### src/rtl/div_unit_pkg.sv
// Shared types and constants for the multi-cycle restoring divider.
package div_unit_pkg;

  typedef enum logic [1:0] {
    StIdle = 2'd0,
    StCalc = 2'd1,
    StFix  = 2'd2,
    StDone = 2'd3
  } div_state_e;

  localparam int unsigned DivDataWidth = 32;
  localparam int unsigned DivCycles    = DivDataWidth;

endpackage

### src/rtl/div_unit.sv
// Radix-2 restoring divider: one quotient bit per cycle, sign fix-up, one-cycle done pulse.
module div_unit
  import div_unit_pkg::*;
#(
  parameter int unsigned DATA_WIDTH = DivDataWidth
) (
  input  logic                  clk,
  input  logic                  rst,
  input  logic                  flush,
  input  logic                  start,
  input  logic                  is_signed,
  input  logic [DATA_WIDTH-1:0] operand_a,
  input  logic [DATA_WIDTH-1:0] operand_b,
  output logic                  busy,
  output logic                  done,
  output logic [DATA_WIDTH-1:0] quotient,
  output logic [DATA_WIDTH-1:0] remainder
);

  localparam int unsigned CntW = $clog2(DATA_WIDTH);
  localparam logic [CntW-1:0] LastCnt = CntW'(DATA_WIDTH - 1);

  div_state_e            r_state, w_state_d;
  logic [CntW-1:0]       r_cnt, w_cnt_d;
  logic [DATA_WIDTH-1:0] r_rem, w_rem_d;
  logic [DATA_WIDTH-1:0] r_dvd, w_dvd_d;
  logic [DATA_WIDTH-1:0] r_dvs, w_dvs_d;
  logic [DATA_WIDTH-1:0] r_a_orig, w_a_orig_d;
  logic                  r_sign_q, w_sign_q_d;
  logic                  r_sign_r, w_sign_r_d;
  logic                  r_div0, w_div0_d;
  logic [DATA_WIDTH-1:0] r_quot, w_quot_d;
  logic [DATA_WIDTH-1:0] r_remo, w_remo_d;
  logic                  r_busy, w_busy_d;
  logic                  r_done, w_done_d;
  logic [DATA_WIDTH:0]   w_shift;
  logic [DATA_WIDTH:0]   w_trial;

  always_comb begin
    w_state_d  = r_state;
    w_cnt_d    = r_cnt;
    w_rem_d    = r_rem;
    w_dvd_d    = r_dvd;
    w_dvs_d    = r_dvs;
    w_a_orig_d = r_a_orig;
    w_sign_q_d = r_sign_q;
    w_sign_r_d = r_sign_r;
    w_div0_d   = r_div0;
    w_quot_d   = r_quot;
    w_remo_d   = r_remo;
    // Stored remainder is always below the divisor, so W bits suffice; the trial needs W+1.
    w_shift    = {r_rem, r_dvd[DATA_WIDTH-1]};
    w_trial    = w_shift - {1'b0, r_dvs};

    unique case (r_state)
      StIdle: begin
        if (start && !flush) begin
          w_sign_q_d = is_signed & (operand_a[DATA_WIDTH-1] ^ operand_b[DATA_WIDTH-1]);
          w_sign_r_d = is_signed & operand_a[DATA_WIDTH-1];
          w_dvd_d    = (is_signed && operand_a[DATA_WIDTH-1]) ? -operand_a : operand_a;
          w_dvs_d    = (is_signed && operand_b[DATA_WIDTH-1]) ? -operand_b : operand_b;
          w_a_orig_d = operand_a;
          w_div0_d   = (operand_b == '0);
          w_rem_d    = '0;
          w_cnt_d    = '0;
          w_state_d  = StCalc;
        end
      end
      StCalc: begin
        if (!w_trial[DATA_WIDTH]) begin
          w_rem_d = w_trial[DATA_WIDTH-1:0];
          w_dvd_d = {r_dvd[DATA_WIDTH-2:0], 1'b1};
        end else begin
          w_rem_d = w_shift[DATA_WIDTH-1:0];
          w_dvd_d = {r_dvd[DATA_WIDTH-2:0], 1'b0};
        end
        w_cnt_d = r_cnt + 1'b1;
        if (r_cnt == LastCnt) begin
          w_state_d = StFix;
        end
      end
      StFix: begin
        if (r_div0) begin
          w_quot_d = '1;
          w_remo_d = r_a_orig;
        end else begin
          w_quot_d = r_sign_q ? -r_dvd : r_dvd;
          w_remo_d = r_sign_r ? -r_rem : r_rem;
        end
        w_state_d = StDone;
      end
      StDone: w_state_d = StIdle;
      default: w_state_d = StIdle;
    endcase

    // Abort keeps the previously published result intact.
    if (flush) begin
      w_state_d = StIdle;
      w_quot_d  = r_quot;
      w_remo_d  = r_remo;
    end

    w_busy_d = (w_state_d == StCalc) || (w_state_d == StFix);
    w_done_d = (w_state_d == StDone);
  end

  always_ff @(posedge clk or posedge rst) begin
    if (rst) begin
      r_state  <= StIdle;
      r_cnt    <= '0;
      r_rem    <= '0;
      r_dvd    <= '0;
      r_dvs    <= '0;
      r_a_orig <= '0;
      r_sign_q <= 1'b0;
      r_sign_r <= 1'b0;
      r_div0   <= 1'b0;
      r_quot   <= '0;
      r_remo   <= '0;
      r_busy   <= 1'b0;
      r_done   <= 1'b0;
    end else begin
      r_state  <= w_state_d;
      r_cnt    <= w_cnt_d;
      r_rem    <= w_rem_d;
      r_dvd    <= w_dvd_d;
      r_dvs    <= w_dvs_d;
      r_a_orig <= w_a_orig_d;
      r_sign_q <= w_sign_q_d;
      r_sign_r <= w_sign_r_d;
      r_div0   <= w_div0_d;
      r_quot   <= w_quot_d;
      r_remo   <= w_remo_d;
      r_busy   <= w_busy_d;
      r_done   <= w_done_d;
    end
  end

  assign busy      = r_busy;
  assign done      = r_done;
  assign quotient  = r_quot;
  assign remainder = r_remo;

endmodule

### config.mk
export PLATFORM = sky130hd
export DESIGN_NAME = div_unit
export DESIGN_NICKNAME = d
export VERILOG_FILES = /design/src/rtl/div_unit_pkg.sv /design/src/rtl/div_unit.sv
export SDC_FILE = /design/constraint.sdc
export NUM_CORES = 1
export LEC_CHECK = 0
export CORE_MARGIN = 3
export CORE_UTILIZATION = 35
export DETAILED_ROUTE_END_ITERATION = 7
export PLACE_DENSITY = 0.57
export SLEW_MARGIN = 40
export SYNTH_ARGS = -nofsm -noshare
export SYNTH_HDL_FRONTEND = slang
export SYNTH_SLANG_ARGS = --single-unit
### constraint.sdc
create_clock -name clk -period 10.45 [get_ports clk]
set_input_delay 1.5675 -clock clk [delete_from_list [all_inputs] [get_ports clk]]
set_output_delay 1.5675 -clock clk [all_outputs]
set_load 0.03 [all_outputs]
* Word level (Yosys, flattened, before mapping)
Index checks and enable logic that the tools add are counted.
Cells by class: $add $sub $neg 6, equality and inequality tests 8, muxes and demuxes 18, bitwise logic cells 4, reductions and logical operators 11
Operator list (count):
- $mux W32 | 9
- $neg A32 Y32 | 4
- $pmux W32 S2 | 2
- $sub A33 B32 Y33 | 1
- $logic_not A32 Y1 | 1
- $pmux W5 S2 | 1
- $eq A2 B2 Y1 const B | 4
- $pmux W2 S4 | 1
- $mux W2 | 3
- $reduce_and A2 Y1 | 3
- $add A5 B1 Y5 const B | 1
- $eq A5 B5 Y1 const B | 1
- $mux W5 | 1
- $eq A2 B1 Y1 const B | 2
- $logic_and A1 B1 Y1 | 3
- $and A1 B1 Y1 | 2
- $logic_not A2 Y1 | 1
- $ne A2 B2 Y1 const B | 1
- $reduce_bool A2 Y1 | 1
- $logic_not A1 Y1 | 1
- $logic_or A1 B1 Y1 | 1
- $mux W1 | 1
- $not A1 Y1 | 1
- $xor A1 B1 Y1 | 1
Word-level totals: register bits after elaboration 204, input port bits 69, output and inout bits 66, word-level logic and storage cells 60

* Longest topological paths before layout
depth in word-level cells 7, depth in mapped cells 14, mapped depth without buffers 11

* Worst setup path before layout
Ideal clock, no wire load.
kind input -> register, from in operand_a[6], to reg r_dvd[29], library setup time 128 ps, arrival 3823 ps, data required time 10322 ps, slack 6498 ps, stages on the path 8, buffers on the path 0, cell sequence or4_1 -> or3_1 -> or3_4 -> or3_4 -> nor4_4 -> a2111oi_0 -> a41oi_1 -> nand3_1
On the way: longest elaborated chain between the ends 4
RTL lines:
- from (decl) | RTL line div_unit.sv:12 | input logic [DATA_WIDTH-1:0] operand_a,
- $neg A32 Y32 | RTL line div_unit.sv:60 | w_dvd_d = (is_signed && operand_a[DATA_WIDTH-1]) ? -operand_a : operand_a;
- $mux W32 | RTL line div_unit.sv:60
- $mux W32 | RTL line div_unit.sv:57 | if (start && !flush) begin
- $pmux W32 S2 | RTL line div_unit.sv:55 | unique case (r_state)
- to (signal assigned) | RTL line div_unit.sv:126 | r_dvd <= w_dvd_d;
- to (decl) | RTL line div_unit.sv:26 | logic [DATA_WIDTH-1:0] r_dvd, w_dvd_d;
Every way passes these cells. The select of a mux whose other input is x is not followed. A chain may end at the register's enable or synchronous reset.

* Worst setup path in the final report
from in operand_a[6], to reg r_dvd[27]
The elaborated chain is that of the path after synthesis.

==> results.toml <==
[die]
chipWidth_um = 196
dieArea_mm2 = 0.0383
std_cell_rows = 68
coreArea_mm2 = 0.0351
start_util_pct = 36.0
ios = 135
chipHeight_um = 196

[timing]
rsz0062_at_grt = "false"
clock_skew_ns = 0.0134
slew_headroom_pct = 44.3
report.final.slew_viol_count = 0
max_slew.worst_pin.slew_ns = 0.833
setup_viol = 0
max_freq_mhz = 238
min_period_ns = 4.20
fin_hold_ws_ns = 0.470
setup_ws_ns = 6.25
post-route-period-util_pct = 40.1
hold_viol = 0
tns_ns = 0

[routing]
drt_iter0_markers = 545
dr.pass1.iters = 5
ant_nets = 0
vias_per_cell = 5.26
wl_mm = 35.1
wire_per_inst_um = 17.1
drc = 0
via_count = 10800

[yosys]
ys_seq_area_share_pct = 40.5
synth_edf_count = 0
yosys_register_bits = 204
ys.flop_type = "dfrtp_1"
yosysWarnings = 0
avgSynthCellArea_um2 = 8.42
synthCells = 1498
syn-cell-area_mm2 = 0.0126
synth.distinct_cells = 67
async_flop_share_pct = 100
syn_nets = 1607

[pwr]
clkPwrFrac_pct = 24.9
total_power_mw = 3.66
share_seq_of_total_power_pct = 32.1
p_sw_mw = 1.47
intPower_mw = 2.19
p_per_area_mw_per_mm2 = 240
switching_share_pct = 40.3
leakage_nw = 6.51
ir_worst_vdd_mv = 0.118
share_comb_of_total_power_pct = 43.0

[placed_design]
place_ws_ns = 5.75
hpwlAfterDp_mm = 25.4
portBuffers = 134
dp_cells = 2012
place.gp.congestion = 0.829
post_dp_cell_area_mm2 = 0.0143

[clock_tree]
clockBufferDepth = 3
clk_pin_slew_ns = 0.06
cts_tree = "yes"
ctsResizeCount = 0
clkLatencyLatePin_ns = 0.53
cts_sinks = 204
post_cts_buffers = 0
root_buffer = "clkbuf_16"
htree_levels = 1
hold_buffers = 0
numCtsBuffers = 24

[layout]
fin_area_mm2 = 0.0152
seq_area_mm2 = 0.00511
drive_above_1_share_pct = 5.18
area.growth.synth_to_final_pct = 20.7
diodes = 0
nNetsFinal = 1693
fin_cells = 2057
final_util_pct = 43.4
fillers = 3502
multiInputGateArea_mm2 = 0.00703

[global_route]
overflow = 0
grt_pass1_wl_mm = 57.1
met3_usage_pct = 1.99
use_met1_pct = 26.1
grt_max_degree = 137
use_met2_pct = 29.1
top_usage_layer = "met2"
grt_use_total_pct = 17.9
antenna_found_initial = 0
grt_pass1_vias = 10500

[setup_path]
cp_max_fo = 6
critPathArrivalTime_ns = 4.60
required_ns = 10.85
crit_type = "primary input to flip-flop"
start_kind = "primary input"
endpoint_kind = "flip-flop"

[outcome]
status = "completed"

[worst_hold_path]
hold_path_class = "flip-flop to flip-flop"

[run]
max_cap_viol_count = 0
layer usage:
layer | part of all wire (%) | wire (um) | vias up
met1 | 49 | 17100 | 5122
met4 | 1.7 | 608 | 0
met3 | 4.3 | 1520 | 38
met5 | 0 | 0 | -
li1 | - | - | 5453
met2 | 45 | 15900 | 210
synth_stat cells (4+ instances only):
| master | n | area share (%) |
|---|---|---|
| xnor2_1 | 49 | 3.4 |
| nand4_1 | 12 | 0.60 |
| dfrtp_1 | 204 | 40 |
| or4_1 | 8 | 0.48 |
| buf_2 | 6 | 0.24 |
| nor2_1 | 105 | 3.1 |
| o21ai_0 | 169 | 6.7 |
| a41oi_1 | 5 | 0.35 |
| a221o_1 | 5 | 0.40 |
| a21oi_1 | 125 | 5.0 |
| nand2b_1 | 11 | 0.55 |
| nor3b_1 | 6 | 0.36 |
| a32o_1 | 4 | 0.32 |
| a22oi_1 | 24 | 1.4 |
| mux2i_1 | 24 | 1.9 |
| or2_2 | 6 | 0.30 |
| o41ai_1 | 13 | 0.90 |
| nand3_1 | 30 | 1.2 |
| a31oi_1 | 9 | 0.45 |
| nand2_1 | 242 | 7.2 |
| a211oi_1 | 4 | 0.24 |
| a21o_1 | 15 | 0.89 |
| nor2b_1 | 11 | 0.55 |
| o21bai_1 | 4 | 0.24 |
| a32oi_1 | 5 | 0.35 |
| xor2_1 | 92 | 6.4 |
| o21a_1 | 4 | 0.24 |
| ha_1 | 39 | 3.9 |
| or3_1 | 11 | 0.55 |
| and3_1 | 13 | 0.64 |
| clkbuf_1 | 74 | 2.2 |
| nor3_1 | 21 | 0.83 |
| o31ai_1 | 27 | 1.6 |
| buf_1 | 6 | 0.18 |
| nor4_1 | 12 | 0.60 |
| inv_1 | 48 | 1.4 |
| and2_1 | 8 | 0.40 |
final timing paths:
check                              from           end  slack, ns  cells after the start
min in group asynchronous           rst          busy       1.61                      2
min                        r_a_orig[31]  r_a_orig[31]       0.47                      2
max in group asynchronous           rst      r_sign_r       7.71                      3
min reg2reg                r_a_orig[31]  r_a_orig[31]       0.47                      2
max reg2reg                   r_dvd[31]     r_rem[22]       6.31                     11
max                        operand_a[6]     r_dvd[27]       6.25                      9
sequential cells by signal, summed over array words and instances (netlist names):
signal,flops
r_dvs,32
busy,1
r_sign_q,1
r_sign_r,1
remainder,32
r_a_orig,32
r_cnt,5
r_rem,32
quotient,32
r_div0,1
r_state,2
done,1
r_dvd,32
kinds of logic after synthesis:
kind of cell	Yosys count	share of synthesized area (%)
AOI/OAI and AO/OA	438	20.8
DFF	204	40.5
muxes	24	1.90
adders and majority gates	40	4.03
xor gates and xnor gates	141	9.79
buffers and inverters	134	4.05
and+or+nand+nor	517	19.0
power groups by stage:
stage | clock network, mW | registers [mW] | logic, mW
4_1_cts | 0.937 | 1.17 | 1.58
3_5_place_dp | 0 | 1.19 | 1.57
5_1_grt | 0.971 | 1.20 | 1.77
2_1_floorplan | 0 | 1.17 | 1.14
6_report | 0.913 | 1.18 | 1.57
3_3_place_gp | 0 | 1.18 | 1.56
worst max-delay path, cell delays in order:
cell and delay [ns]:
clkdlybuf4s50_1 0.51, or4_1 0.61, or3_1 0.39, or3_4 0.39, or3_4 0.40, nor4_4 0.27
a2111oi_0 0.17, a41oi_1 0.20, nand3_1 0.10
cell usage in the layout (no fill, tap or decap), types with 30 or more instances in the layout:
master | netlist | layout
nand2_1 | 242 | 241
dfrtp_1 | 204 | 201
o21ai_0 | 169 | 169
clkdlybuf4s50_1 | 0 | 134
a21oi_1 | 125 | 125
nor2_1 | 105 | 102
xor2_1 | 92 | 92
xnor2_1 | 49 | 49
inv_1 | 48 | 47
ha_1 | 39 | 39
nand3_1 | 30 | 30
cell type report:
| class | instances | area share (%) |
|---|---|---|
| repair buffers | 146 | 9.59 |
| flip-flops and latches | 204 | 33.6 |
| multi-input cells | 1160 | 46.2 |
| inverters | 48 | 1.27 |
| clock buffers | 31 | 4.52 |
| clock inverters | 13 | 1.13 |
| well taps | 455 | 3.74 |
Power figures use the tool's default switching activity.
